$ cat config.mk
export PLATFORM = sky130hd
export DESIGN_NAME = wide_add_seq
export DESIGN_NICKNAME = d
export VERILOG_FILES = /design/src/rtl/wide_add_pkg.sv /design/src/rtl/adder_n_cin.sv /design/src/rtl/full_adder.sv /design/src/rtl/wide_add_seq.sv
export SDC_FILE = /design/constraint.sdc
export NUM_CORES = 1
export LEC_CHECK = 0
export BUFFER_PORTS_ARGS = -buffer_cell sky130_fd_sc_hd__buf_2
export CAP_MARGIN = 25
export CORE_AREA = 2 2 116 107
export CTS_CLUSTER_SIZE = 12
export DETAILED_ROUTE_END_ITERATION = 16
export DIE_AREA = 0 0 118 109
export PLACE_DENSITY = 0.75
export RECOVER_POWER = 50
export SYNTH_ARGS = -nofsm -noshare
export SYNTH_HDL_FRONTEND = slang
export SYNTH_SLANG_ARGS = --single-unit
$ cat constraint.sdc
create_clock -name clk -period 6.5 [get_ports clk]
set_input_delay 0 -clock clk [delete_from_list [all_inputs] [get_ports clk]]
set_output_delay 0 -clock clk [all_outputs]
set_load 0.02 [all_outputs]
$ cat src/rtl/wide_add_pkg.sv
// wide_add_pkg: FSM state encoding shared by wide_add_seq.
package wide_add_pkg;
    typedef enum logic [1:0] {IDLE = 2'd0, RUN = 2'd1, DONE = 2'd2} state_t;
endpackage

$ cat src/rtl/adder_n_cin.sv
// adder_n_cin: N-bit ripple-carry adder with carry-in, built from full_adder cells.
module adder_n_cin #(
    parameter int N = 8
) (
    input  logic [N-1:0] x,
    input  logic [N-1:0] y,
    input  logic         ci,
    output logic [N-1:0] s,
    output logic         co
);
    logic [N:0] c;
    assign c[0] = ci;
    for (genvar i = 0; i < N; i++) begin : g_bit
        full_adder u_fa (.x(x[i]), .y(y[i]), .ci(c[i]), .s(s[i]), .co(c[i+1]));
    end
    assign co = c[N];
endmodule

$ cat src/rtl/full_adder.sv
// full_adder: one-bit full adder cell.
module full_adder (
    input  logic x,
    input  logic y,
    input  logic ci,
    output logic s,
    output logic co
);
    assign s  = x ^ y ^ ci;
    assign co = (x & y) | (ci & (x ^ y));
endmodule

$ cat src/rtl/wide_add_seq.sv
// wide_add_seq: W-bit adder that reuses one N-bit slice over WORDS cycles.
// Define WIDE_ADD_SUB_EN to add a sub port selecting a - b.
module wide_add_seq
    import wide_add_pkg::*;
#(
    parameter int N     = 8,
    parameter int WORDS = 4
) (
    input  logic                 clk,
    input  logic                 rst_n,
    input  logic                 start,
`ifdef WIDE_ADD_SUB_EN
    input  logic                 sub,
`endif
    input  logic [N*WORDS-1:0]   a,
    input  logic [N*WORDS-1:0]   b,
    output logic                 busy,
    output logic                 done,
    output logic [N*WORDS-1:0]   sum,
    output logic                 cout
);
    localparam int W  = N * WORDS;
    localparam int IW = $clog2(WORDS);

    state_t         state, nxt;
    logic [IW-1:0]  idx;
    logic [W-1:0]   a_r, b_r;
    logic           carry, sub_r, sub_in, co, last, accept;
    logic [N-1:0]   xb, s;

`ifdef WIDE_ADD_SUB_EN
    assign sub_in = sub;
    always_ff @(posedge clk or negedge rst_n)
        if (!rst_n) sub_r <= 1'b0;
        else if (accept) sub_r <= sub;
`else
    assign sub_in = 1'b0;
    assign sub_r  = 1'b0;
`endif

    assign last   = idx == IW'(WORDS - 1);
    assign accept = state == IDLE && start;
    // Subtraction is a + ~b + 1: invert b per slice, carry seeded with 1
    assign xb     = sub_r ? ~b_r[idx*N +: N] : b_r[idx*N +: N];

    adder_n_cin #(.N(N)) u_slice (.x(a_r[idx*N +: N]), .y(xb), .ci(carry), .s(s), .co(co));

    always_ff @(posedge clk or negedge rst_n)
        if (!rst_n) state <= IDLE;
        else state <= nxt;

    always_comb begin
        nxt  = accept ? RUN : (state == RUN && last) ? DONE : state == DONE ? IDLE : state;
        busy = state == RUN;
        done = state == DONE;
    end

    always_ff @(posedge clk or negedge rst_n)
        if (!rst_n) begin
            idx   <= '0;
            carry <= 1'b0;
            sum   <= '0;
            cout  <= 1'b0;
            a_r   <= '0;
            b_r   <= '0;
        end else if (accept) begin
            a_r   <= a;
            b_r   <= b;
            idx   <= '0;
            carry <= sub_in;
        end else if (state == RUN) begin
            sum[idx*N +: N] <= s;
            carry           <= co;
            if (last) cout <= co;
            else idx <= idx + IW'(1);
        end
endmodule
# Word-level counts from Yosys, hierarchy flattened

Cells that the tools add are included.

Register bits: 102
Input port bits: 67
Output and inout bits: 35

$add $sub $neg: 2
Eq/ne operators: 4
Shift-type cells: 4
Mux-type cells: 9
Bitwise operators: 41
Reduce and logical (&&, ||, !) cells: 8

Operator list:

| cell                                                                     | count |
|---|---|
| 32-bit by 6-bit variable part select with 8-bit output                   | 2 |
| 5-bit negator with 34-bit output                                         | 1 |
| 8-bit by 34-bit variable shift with 32-bit output (first input constant) | 1 |
| 8-bit by 34-bit variable part select with 32-bit output                  | 1 |
| 32-bit bitwise mux                                                       | 1 |
| 1-bit bitwise AND                                                        | 16 |
| 1-bit bitwise XOR                                                        | 16 |
| 2-bit 2-to-1 mux                                                         | 6 |
| 1-bit OR                                                                 | 8 |
| 2-bit equality test (second input constant)                              | 2 |
| 2-bit AND reduction                                                      | 2 |
| 3-bit AND reduction                                                      | 1 |
| 3-bit nonzero test                                                       | 1 |
| 2-bit by 1-bit adder with 2-bit output (second input constant)           | 1 |
| 2-bit by 1-bit equality test with 1-bit output (second input constant)   | 1 |
| 1-bit logical AND                                                        | 2 |
| 2-bit logical NOT                                                        | 1 |
| 1-bit 2-to-1 mux                                                         | 2 |
| 2-bit by 1-bit != test with 1-bit output (second input constant)         | 1 |
| 2-bit nonzero test                                                       | 1 |
| 1-bit NOT                                                                | 1 |

# Depth between registers and ports, before layout

Word-level depth: 20
Gate-level depth with buffers: 16
Gate-level depth less buffers: 15

# Hierarchy

From an unflattened synthesis, not the netlist that was laid out.

Cell total of the unflattened synthesis: 311
Area total of the unflattened synthesis: 4839.6 µm²

By module, submodules not included:

| module       | instances | cells each | area each (µm²) | sequential area each (µm²) |
|---|---|---|---|---|
| wide_add_seq | 1         | 303        | 4679.5          | 2552.4 |
| full_adder   | 8         | 1          | 20.0            | 0.0 |

# Worst setup path before layout

No wires, ideal clock.

Path type: register to register
Start: register idx[0]
End: register sum[15]
Library setup time: 0.125 ns
Arrival time: 3.933 ns
Required time: 6.375 ns
Setup slack: 2.442 ns
Stages on the path, launching flop included: 17
Buffers on the path: 1
Clock period less this slack: 4.058 ns
Path through: dfrtp_1 -> buf_6 -> mux4_2 -> inv_1 -> fa_1 -> fa_1 -> fa_1 -> inv_1 -> fa_1 -> inv_1 -> fa_1 -> inv_1 -> fa_1 -> fa_1 -> fa_1 -> and4b_1 -> mux2_2

Cells in the longest elaborated chain, start to end: 19

RTL lines:

| what                                                                             | line                                   | RTL |
|---|---|---|
| start: declaration                                                               | wide_add_seq.sv:26                     | `logic [IW-1:0] idx;` |
| start signal: assignment                                                         | wide_add_seq.sv:75                     | `else idx <= idx + IW'(1);` |
| 32-bit by 6-bit variable part select with 8-bit output, on equally long branches | wide_add_seq.sv:46, wide_add_seq.sv:44 |  |
| 1-bit bitwise XOR                                                                | full_adder.sv:9, full_adder.sv:10      |  |
| 1-bit bitwise AND                                                                | full_adder.sv:10                       | `assign co = (x & y) \| (ci & (x ^ y));` |
| 1-bit OR                                                                         | full_adder.sv:10                       |  |
| 1-bit bitwise AND                                                                | full_adder.sv:10                       |  |
| 1-bit OR                                                                         | full_adder.sv:10                       |  |
| 1-bit bitwise AND                                                                | full_adder.sv:10                       |  |
| 1-bit OR                                                                         | full_adder.sv:10                       |  |
| (+3 left out)                                                                    | n/a                                    |  |
| 1-bit OR                                                                         | full_adder.sv:10                       |  |
| 1-bit bitwise AND                                                                | full_adder.sv:10                       |  |
| 1-bit OR                                                                         | full_adder.sv:10                       |  |
| 1-bit bitwise AND                                                                | full_adder.sv:10                       |  |
| 1-bit OR                                                                         | full_adder.sv:10                       |  |
| 1-bit bitwise XOR                                                                | full_adder.sv:9                        | `assign s = x ^ y ^ ci;` |
| 8-bit by 34-bit variable part select with 32-bit output                          | wide_add_seq.sv:72                     | `sum[idx*N +: N] <= s;` |
| 32-bit bitwise mux *                                                             | wide_add_seq.sv:72                     |  |
| end signal: indexed assignment                                                   | wide_add_seq.sv:72                     |  |
| end: declaration                                                                 | wide_add_seq.sv:19                     | `output logic [N*WORDS-1:0] sum,` |

Mark *: on every way between the ends. The rest lies on a longest branch, timed or not.
A chain may end at the register's enable or synchronous reset.

# Final worst setup path

Start: register idx[1]
End: register sum[15]

The elaborated chain is that of the path after synthesis.

==> out/metrics.csv <==
metric;value;unit
outcome;finished, final reports clean;
worstMarginPinSlew;1.03;ns
finalSetupViolations;0;
power.density;541;mW/mm²
syn-cell-area;0.00513;mm²
ioPinCount;102;
grt_pass1_wl;19000;µm
critical_path_required;6.73;ns
yosysUniqueCellTypes;30;
remaining_drc_errors;0;
worstHoldPathType;in -> reg;
dpl.hpwl;7610;µm
critPathMaxFanout;20;
final_area;0.00665;mm²
syn_area_per_cell;16.1;µm²
vias_per_cell;5.05;
ys_ff_latch;102;
wire_per_inst;18.1;µm
drt_first_iter_violations;148;
drt_first_pass_iters;4;
synth_nets;398;
portBuffers;101;
fin_setup_tns;0;ns
path_clk_slew;0.07;ns
finalHoldViolCount;0;
clock-root-buffer;clkbuf_16;
ys_seq_area_share;49.8;%
grt_usage;19.0;%
grt_start_max_net_pins;84;
leakage;0.00301;µW
rsz0062_at_grt;no;
arrival;4.88;ns
core-area;0.0117;mm²
skew;0.00919;ns
wirelength;11700;µm
place_area;0.00566;mm²
dieArea;0.0129;mm²
crit_path_end_kind;flop;
synthCells;318;
setup.worst_path.class;reg -> reg;
dp.cells;562;
drive_above_1_share;38.4;%
gp_congestion;0.803;
final_cells;645;
antenna_found_initial;0;
critPathLaunchType;flop;
die_h;109;µm
ir_worst_vdd;0.000279;V
cts_tree;yes;
num_antenna_cells;0;
period_minus_slack;4.65;ns
clock.fmax;215;MHz
cts_buffers;9;
nets;560;
timing.slew.headroom;31.3;%
clock_latency;0.34;ns
drtAntennaViolNets;0;
htreeDepth;3;
slew_viol_final;0;
maxCapViolations;0;
ctsResizeCount;0;
preCtsSetupSlack;1.89;ns
die_w;118;µm
worst_slack;1.85;ns
finalCritPeriodShare;71.6;%
fin_util;56.6;%
grt_pass1_vias;3589;
rows;38;
start_util;43.7;%
num_vias;3256;
grt-ovfl-total;0;
cts_max_path_buffers;2;
syn2layout_area_growth;29.6;%
ys_warn_count;0;
clock-sinks;102;
## Yosys cell counts
master	number	area share [%]
buf_4	2	0.29
nand3_1	2	0.20
nor4bb_1	5	0.98
nand2_1	1	0.073
buf_12	6	2.3
nor3b_4	1	0.37
nor2b_1	15	1.8
buf_2	6	0.59
inv_1	14	1.0
o2bb2ai_1	1	0.17
and3b_1	1	0.17
and2_1	13	1.6
a32o_1	23	4.5
o21ba_2	1	0.20
clkbuf_1	3	0.22
mux4_2	16	7.0
a22o_1	1	0.17
nand3b_2	3	0.66
nor3b_2	3	0.73
or2_2	1	0.12
mux2_2	13	2.9
fa_1	8	3.1
buf_6	4	0.88
dfrtp_1	102	50
o221ai_1	2	0.34
mux2_4	60	18
nand2b_1	1	0.12
ha_1	5	1.2
o21a_1	1	0.15
and4b_1	4	0.78
## routing by layer
metal | routed length [µm] | GRT usage, % | vias to the layer above
met5 | 0 | 0 | -
met4 | 188 | 5.59 | 0
met3 | 508 | 4.60 | 14
met2 | 5750 | 32.4 | 89
met1 | 5220 | 24.4 | 1660
li1 | - | - | 1493
## path summary, 6_finish.rpt
kind	cells after the start	to	slack, ns	from
max in group asynchronous	4	b_r[18]$_DFFE_PN0P_	4.66	rst_n
hold reg to reg	1	sum[17]$_DFFE_PN0P_	0.49	sum[17]$_DFFE_PN0P_
hold / removal	3	state[0]$_DFFE_PN0P_	0.07	start
setup / recovery	15	sum[15]$_DFFE_PN0P_	1.85	idx[1]$_DFFE_PN0P_
min in group asynchronous	2	sum[15]$_DFFE_PN0P_	0.36	rst_n
setup reg to reg	15	sum[15]$_DFFE_PN0P_	1.85	idx[1]$_DFFE_PN0P_
## where the power goes
| part | internal, µW | switching [µW] | leakage (µW) |
|---|---|---|---|
| combinational | 957 | 928 | 0.00158 |
| clock | 358 | 230 | 0.000162 |
| sequential | 902 | 219 | 0.00127 |
| total | 2220 | 1380 | 0.00301 |
## registers in the layout, indices dropped and copies added, names as in the netlist
register	cells
carry	1
cout	1
state	2
sum	32
b_r	32
idx	2
a_r	32
## stage by stage
step	hold slack, ns	power (µW)
floorplan	-0.296	2430
global route	0.0575	3790
finish	0.0662	3590
CTS	0.0496	3600
global placement	-0.113	2890
detailed placement	-0.109	2970
## kinds of logic (layout without fill, tap and decap cells)
family / count (synthesis) / in the layout / share of synthesized area, %
flip-flops: 102 / 102 / 49.8
adder cells (fa/ha/maj): 13 / 13 / 4.34
buffers and inverters: 35 / 202 / 5.34
multiplexers: 89 / 89 / 27.4
AO/OA/AOI/OAI: 29 / 29 / 5.51
AND/OR/NAND/NOR: 50 / 50 / 7.61
## area by class of cell
cell class	count	area, µm²
repair buffers	172	1200
fillers	933	5100
inverters	14	52.6
well taps	160	200
flip-flops and latches	102	2550
multi-input cells	181	2310
clock inverters	5	81.3
clock buffers	11	253
## cell usage in the layout, fill, tap and decap left out, drive strengths merged
| cell | n |
|---|---|
| bufinv | 2 |
| nor2b | 15 |
| nand2 | 1 |
| or2 | 1 |
| a32o | 23 |
| ha | 5 |
| o2bb2ai | 1 |
| nand3b | 3 |
| nand2b | 1 |
| o21a | 1 |
| mux4 | 16 |
| fa | 8 |
| dlygate4sd3 | 65 |
| and2 | 13 |
| and4b | 4 |
| buf | 72 |
| nor3b | 4 |
| nand3 | 2 |
| clkinv | 2 |
| dfrtp | 102 |
| and3b | 1 |
| inv | 14 |
| mux2 | 73 |
| a22o | 1 |
| clkbuf | 46 |
| o221ai | 2 |
| clkinvlp | 1 |
| nor4bb | 5 |
| o21ba | 1 |
## critical path, cell delays in order (launching register included)
cell	delay (ns)
dfrtp_1	0.90
mux4_2	0.35
inv_1	0.05
fa_1	0.41
fa_1	0.39
fa_1	0.37
inv_1	0.07
fa_1	0.16
inv_1	0.05
fa_1	0.37
inv_1	0.09
fa_1	0.20
fa_1	0.19
fa_1	0.47
and4b_1	0.20
mux2_2	0.25
## timing repair
item / CTS / global route
hold endpoints to repair: 83 / 0
hold buffers: 65 / 0
buffers inserted: 0 / 0
(Power assumes the default switching activity.)
